`config.mk`:
```
export PLATFORM = sky130hd
export DESIGN_NAME = cv_stream_sequencer
export DESIGN_NICKNAME = d
export VERILOG_FILES = /design/src/rtl/cv_stream_sequencer.sv
export SDC_FILE = /design/constraint.sdc
export NUM_CORES = 2
export LEC_CHECK = 0
export ABC_AREA = 0
export BUFFER_PORTS_ARGS = -buffer_cell sky130_fd_sc_hd__buf_2
export CORE_MARGIN = 3
export CORE_UTILIZATION = 55
export CTS_CLUSTER_SIZE = 25
export DETAILED_ROUTE_END_ITERATION = 12
export PLACE_DENSITY = 0.75
export SLEW_MARGIN = 40
export SYNTH_ARGS = -nofsm -noshare
export SYNTH_HDL_FRONTEND = slang
export SYNTH_SLANG_ARGS = --single-unit
```
`constraint.sdc`:
```
create_clock -name clk -period 3.51 [get_ports clk]
set_clock_uncertainty 0.15 [all_clocks]
set_input_delay 0.351 -clock clk [delete_from_list [all_inputs] [get_ports clk]]
set_output_delay 0.351 -clock clk [all_outputs]
set_load 0.01 [all_outputs]
```
`src/rtl/cv_stream_sequencer.sv`:
```
// cv_stream_sequencer: memory-side initiator for the 3x3 convolution core.
// Latches a layer configuration on start, streams weights / bias / inputs from a
// 1-cycle-latency SRAM read port into the core din stream, then drains the core
// outputs into an SRAM write port.
module cv_stream_sequencer #(
  parameter int unsigned AW = 16
) (
  input  logic          clk,
  input  logic          rst_n,
  input  logic          start,
  input  logic          cfg_has_bias,
  input  logic [4:0]    cfg_K,
  input  logic [10:0]   cfg_Iext,
  input  logic [10:0]   cfg_Oext,
  input  logic [7:0]    cfg_Hext,
  input  logic [7:0]    cfg_Wext,
  input  logic [AW-1:0] cfg_w_base,
  input  logic [AW-1:0] cfg_i_base,
  input  logic [AW-1:0] cfg_o_base,
  output logic          busy,
  output logic          done,
  output logic          cfg_err,
  output logic          mem_rd_en,
  output logic [AW-1:0] mem_rd_addr,
  input  logic [15:0]   mem_rd_data,
  output logic          mem_wr_en,
  output logic [AW-1:0] mem_wr_addr,
  output logic [15:0]   mem_wr_data,
  output logic          core_load_weight,
  output logic          core_load_input,
  output logic          core_store_output,
  output logic          core_has_bias,
  output logic          core_din_valid,
  output logic [15:0]   core_din_data,
  input  logic          core_calc_done,
  input  logic          core_dout_valid,
  input  logic [15:0]   core_dout_data,
  output logic          core_dout_ready
);

  typedef enum logic [3:0] {
    StIdle, StW, StB, StGap, StI, StWaitC, StDrain, StFlush, StDone
  } state_e;

  localparam logic [31:0] MaxCount = 32'd32768;

  state_e        r_state;
  logic [16:0]   r_nw, r_nb, r_ni, r_no;
  logic [16:0]   r_cnt;
  logic [1:0]    r_gap;
  logic          r_seen;
  logic [AW-1:0] r_i_base, r_o_base;
  logic          r_has_bias;
  logic          r_rd_en, r_din_valid;
  logic [AW-1:0] r_rd_addr;
  logic          r_wr_en;
  logic [AW-1:0] r_wr_addr;
  logic [15:0]   r_wr_data;
  logic          r_load_w, r_load_i, r_store, r_ready, r_done, r_cfg_err;

  logic [31:0]   w_h_span, w_w_span, w_nw_full, w_ni_full, w_no_full;
  logic          w_cfg_bad;

  // Full-width derived counts so oversize layers are caught before truncation
  always_comb begin
    w_h_span  = 32'(cfg_Hext) - 32'(cfg_K) + 32'd1;
    w_w_span  = 32'(cfg_Wext) - 32'(cfg_K) + 32'd1;
    w_nw_full = 32'(cfg_Oext) * 32'(cfg_Iext) * 32'(cfg_K) * 32'(cfg_K);
    w_ni_full = 32'(cfg_Iext) * 32'(cfg_Hext) * 32'(cfg_Wext);
    w_no_full = 32'(cfg_Oext) * w_h_span * w_w_span;
    w_cfg_bad = (cfg_K == '0) || (cfg_Iext == '0) || (cfg_Oext == '0) ||
                (cfg_Hext == '0) || (cfg_Wext == '0) ||
                (32'(cfg_K) > 32'(cfg_Hext)) || (32'(cfg_K) > 32'(cfg_Wext)) ||
                (w_nw_full > MaxCount) || (w_ni_full > MaxCount) || (w_no_full > MaxCount);
  end

  // Sequencer FSM with all outputs registered
  always_ff @(posedge clk or negedge rst_n) begin
    if (!rst_n) begin
      r_state     <= StIdle;
      r_nw        <= '0;
      r_nb        <= '0;
      r_ni        <= '0;
      r_no        <= '0;
      r_cnt       <= '0;
      r_gap       <= '0;
      r_seen      <= 1'b0;
      r_i_base    <= '0;
      r_o_base    <= '0;
      r_has_bias  <= 1'b0;
      r_rd_en     <= 1'b0;
      r_din_valid <= 1'b0;
      r_rd_addr   <= '0;
      r_wr_en     <= 1'b0;
      r_wr_addr   <= '0;
      r_wr_data   <= '0;
      r_load_w    <= 1'b0;
      r_load_i    <= 1'b0;
      r_store     <= 1'b0;
      r_ready     <= 1'b0;
      r_done      <= 1'b0;
      r_cfg_err   <= 1'b0;
    end else begin
      r_load_w    <= 1'b0;
      r_load_i    <= 1'b0;
      r_store     <= 1'b0;
      r_done      <= 1'b0;
      r_cfg_err   <= 1'b0;
      r_wr_en     <= 1'b0;
      r_din_valid <= r_rd_en;
      unique case (r_state)
        StIdle: begin
          if (start) begin
            if (w_cfg_bad) begin
              r_cfg_err <= 1'b1;
            end else begin
              r_nw       <= w_nw_full[16:0];
              r_nb       <= cfg_has_bias ? 17'(cfg_Oext) : 17'd0;
              r_ni       <= w_ni_full[16:0];
              r_no       <= w_no_full[16:0];
              r_has_bias <= cfg_has_bias;
              r_i_base   <= cfg_i_base;
              r_o_base   <= cfg_o_base;
              r_cnt      <= '0;
              r_rd_en    <= 1'b1;
              r_rd_addr  <= cfg_w_base;
              r_load_w   <= 1'b1;
              r_state    <= StW;
            end
          end
        end
        StW: begin
          if (r_cnt == r_nw - 17'd1) begin
            r_cnt <= '0;
            if (r_has_bias) begin
              // Bias sits right after the weights, so the address just keeps counting
              r_rd_addr <= r_rd_addr + AW'(1);
              r_state   <= StB;
            end else begin
              r_rd_en <= 1'b0;
              r_gap   <= '0;
              r_state <= StGap;
            end
          end else begin
            r_cnt     <= r_cnt + 17'd1;
            r_rd_addr <= r_rd_addr + AW'(1);
          end
        end
        StB: begin
          if (r_cnt == r_nb - 17'd1) begin
            r_cnt     <= '0;
            r_rd_addr <= r_i_base;
            r_state   <= StI;
          end else begin
            r_cnt     <= r_cnt + 17'd1;
            r_rd_addr <= r_rd_addr + AW'(1);
          end
        end
        StGap: begin
          if (r_gap == 2'd2) begin
            r_load_i  <= 1'b1;
            r_rd_en   <= 1'b1;
            r_rd_addr <= r_i_base;
            r_cnt     <= '0;
            r_state   <= StI;
          end else begin
            r_gap <= r_gap + 2'd1;
          end
        end
        StI: begin
          if (r_cnt == r_ni - 17'd1) begin
            r_rd_en <= 1'b0;
            r_seen  <= 1'b0;
            r_state <= StWaitC;
          end else begin
            r_cnt     <= r_cnt + 17'd1;
            r_rd_addr <= r_rd_addr + AW'(1);
          end
        end
        StWaitC: begin
          // One extra cycle after calc_done is observed before store_output
          if (r_seen) begin
            r_store <= 1'b1;
            r_ready <= 1'b1;
            r_cnt   <= '0;
            r_state <= StDrain;
          end else if (core_calc_done) begin
            r_seen <= 1'b1;
          end
        end
        StDrain: begin
          if (core_dout_valid) begin
            r_wr_en   <= 1'b1;
            r_wr_addr <= r_o_base + AW'(r_cnt);
            r_wr_data <= core_dout_data;
            if (r_cnt == r_no - 17'd1) begin
              r_ready <= 1'b0;
              r_state <= StFlush;
            end else begin
              r_cnt <= r_cnt + 17'd1;
            end
          end
        end
        StFlush: begin
          if (!core_dout_valid) begin
            r_done  <= 1'b1;
            r_state <= StDone;
          end
        end
        StDone: begin
          r_state <= StIdle;
        end
        default: r_state <= StIdle;
      endcase
    end
  end

  // Output mapping; din data is gated so it reads zero outside valid beats
  always_comb begin
    busy              = (r_state != StIdle);
    done              = r_done;
    cfg_err           = r_cfg_err;
    mem_rd_en         = r_rd_en;
    mem_rd_addr       = r_rd_addr;
    mem_wr_en         = r_wr_en;
    mem_wr_addr       = r_wr_addr;
    mem_wr_data       = r_wr_data;
    core_load_weight  = r_load_w;
    core_load_input   = r_load_i;
    core_store_output = r_store;
    core_has_bias     = r_has_bias;
    core_din_valid    = r_din_valid;
    core_din_data     = r_din_valid ? mem_rd_data : 16'h0000;
    core_dout_ready   = r_ready;
  end

endmodule

```
==> impl_metrics.csv <==
group,metric,value,unit
job,drv_cap,0,
synthesis,synth_top_cell_by_area,"fa_1",
synthesis,synth_nets,6318,
setup_path,worstRegToRegCells,13,
clock_tree,root_buffer,"clkbuf_16",
finish,drive_gt1_share,27.04,%
synthesis,synthesis.area,0.04381,mm2
sta,fin_crit_sh,365.9,%
grt,busiest_layer,"met2",
floorplan,fp.dieArea,0.08308,mm2
grt,grt_max_degree,76,
synthesis,seq_area_frac_synth,10.05,%
routing,drc,0,
grt,grt.total_usage,31.92,%
finish,final_cell_mix,"buf_4, inv_1, fa_1, nand2_1, and2_1",
floorplan,die_h,288.2,um
synthesis,synth_top_area_share,28.92,%
setup_path,crit_top_cell,"fa_1",
routing,first_pass_iters,8,
synthesis,synth-seq-cells,176,
grt,grt.met3_usage,3.441,%
setup_path,start_kind,"input pin",
grt,grt_util_met1,39.48,%
status,violations,"setup timing",
setup_path,end_kind,"flop",
sta,slew_headroom,39.15,%
setup_path,r2r-end,"r_cnt[5]",
clock_tree,clockBufferDepth,2,
finish,final_area,0.05621,mm2
clock_tree,cts.clk_slew.worst_paths,70,ps
finish,multi_input_area,0.03679,mm2
placed_design,routabilityCongestion,0.9917,
synthesis,syn-instance-count,5161,
routing,viasPerCell,5.595,
placed_design,io_buffers,203,
setup_path,path_class,"in2reg",
finish,fillers,5701,
setup_path,path_max_fanout,7,
setup_path,critPathLaunch,"cfg_Hext[0]",
routing,wl_per_cell,18.19,um
setup_path,cp-endpoint,"r_cnt[5]",
finish,final_nets,7443,
setup_path,r2r_slack,-240,ps
placed_design,placed_area,0.05335,mm2
sta,max_freq,77.86,MHz
sta,finalSetupViolations,132,
grt,grt_pass1_wl,214500,um
synthesis,synth_cell_types,92,
routing,vias,41070,
setup_path,slowest_delay,570,ps
synthesis,synth_area_leaders,"fa_1, ha_1, dfrtp_1",
routing,antenna_left,0,
placed_design,hpwl,107700,um
floorplan,core_area,0.07823,mm2
clock_tree,cts_tree,"built",
routing,drt-initial-drc-count,2991,
floorplan,io_pins,204,
synthesis,yosysWarnings,0,
clock_tree,clkSinkCount,176,
synthesis,async_reset_ff_share,100.0,%
finish,synthToLayoutAreaGrowth,28.29,%
synthesis,ys.flop_type,"dfrtp_1",
setup_path,critPathSlowestCell,"fa_1",
sta,finalHoldViolations,0,
setup_path,r2r-start,"r_nb[2]",
worst_hold_path,min_path_type,"in2reg",
grt,grt_pass1_vias,42850,
clock_tree,clkLatencyLatePin,460,ps
sta,finalCriticalPeriod,12840,ps
floorplan,initial_core_util,56.00,%
sta,tightest_slew,903.2,ps
sta,rsz0062_at_grt,"yes",
grt,overflow,0,
floorplan,die_w,288.2,um
sta,slew_viol_final,0,
floorplan,fp-row-count,102,
routing,wl,133500,um
setup_path,cp.arrival,13020,ps
grt,antenna_found_initial,2,
setup_path,cp_data_required_time,3690,ps
finish,final_common_cell,"buf_4",
synthesis,syn_area_per_cell,8.489,um2
grt,use_met2,55.96,%
status,outcome,"finished with violations",
sta,layout_setup_ws,-9333,ps
finish,regArea,0.004404,mm2
clock_tree,htree_levels,4,
clock_tree,numCtsBuffers,17,
synthesis,synth_edf_count,0,
-- synthesized netlist by cell type (44+ instances only) --
| library cell | n |
|---|---|
| o31ai_1 | 55 |
| clkbuf_1 | 206 |
| xnor2_1 | 146 |
| nand3_1 | 110 |
| nor2_1 | 302 |
| fa_1 | 633 |
| dfrtp_1 | 176 |
| nand2_1 | 565 |
| a21oi_1 | 151 |
| xor2_1 | 81 |
| inv_1 | 810 |
| nor2b_1 | 58 |
| nand2b_1 | 44 |
| o21ai_0 | 129 |
| and2_1 | 448 |
| ha_1 | 395 |
| nor3_1 | 100 |
| and3_1 | 62 |
| mux2_4 | 70 |
-- repair_timing --
action	CTS	global route
pin swaps	34	74
gates cloned	8	2
setup buffers	23	16
hold buffers	44	0
resized for setup	132	169
setup endpoints to repair	135	140
hold endpoints to repair	116	0
-- how the worst min path moves through the flow --
| stage | slack (ps) | end | from | depth (start not counted) |
|---|---|---|---|---|
| detailed placement | 270 | r_i_base[13] | rst_n | 1 |
| floorplan | -90 | cfg_err | rst_n | 0 |
| finish | 9 | r_i_base[12] | cfg_i_base[12] | 2 |
| global placement | 260 | core_din_valid | mem_rd_en | 0 |
| global route | 6 | r_i_base[12] | cfg_i_base[12] | 2 |
| CTS | 0.8 | r_o_base[8] | cfg_o_base[8] | 2 |
-- layer usage --
metal,share of wire [%],vias to the layer above
li1,-,19000
met1,39,20060
met2,49,1601
met3,6.6,416
met4,5.3,0
met5,0,-
-- stage by stage --
step	cells	utilization [%]	setup TNS, ps	hold slack (ps)	setup slack [ps]
final	7341	71.85	-1220020	9.346	-9333
after global routing	7340	71.84	-1295470	6.442	-9916
after CTS	7321	70.70	-1195850	0.7950	-9148
after detailed placement	7215	68.20	-1349580	268.9	-10310
after global placement	7215	68.19	-1330000	258.3	-10160
after floorplan	5161	-	-1217170	-94.59	-9284
-- flip-flops by register name, summed over array words and instances, names as in the netlist, 17 cells and up --
signal and flops:
r_ni 17, r_cnt 17, r_nw 17, r_no 17
-- cells by family after synthesis --
| logic type | synth area share (%) |
|---|---|
| adder cells (fa/ha/maj) | 40.20 |
| AND/OR/NAND/NOR | 21.85 |
| AO/OA/AOI/OAI | 10.48 |
| buffers and inverters | 9.316 |
| multiplexers | 3.558 |
| XOR/XNOR | 4.538 |
| flip-flops | 10.05 |
-- critical path: cells and delay by family --
family	cells	cell delay (ps)
AOI/OAI and AO/OA	11	2080
xor gates and xnor gates	2	330
muxes	2	460
buffers and inverters	15	1410
and+or+nand+nor	11	2180
adders and majority gates	14	6170
-- layout make-up --
cell class	instances	share of cell area, %
flip-flops and latches	176	7.836
diodes	2	0.008904
well taps	1040	2.315
clock buffers	19	0.8058
inverters	811	5.425
clock inverters	13	0.2671
multi-input cells	3944	65.46
repair buffers	1336	17.88
Power is not shown: default switching activity piles up to over one toggle a cycle in this logic, so the estimate is an artifact.
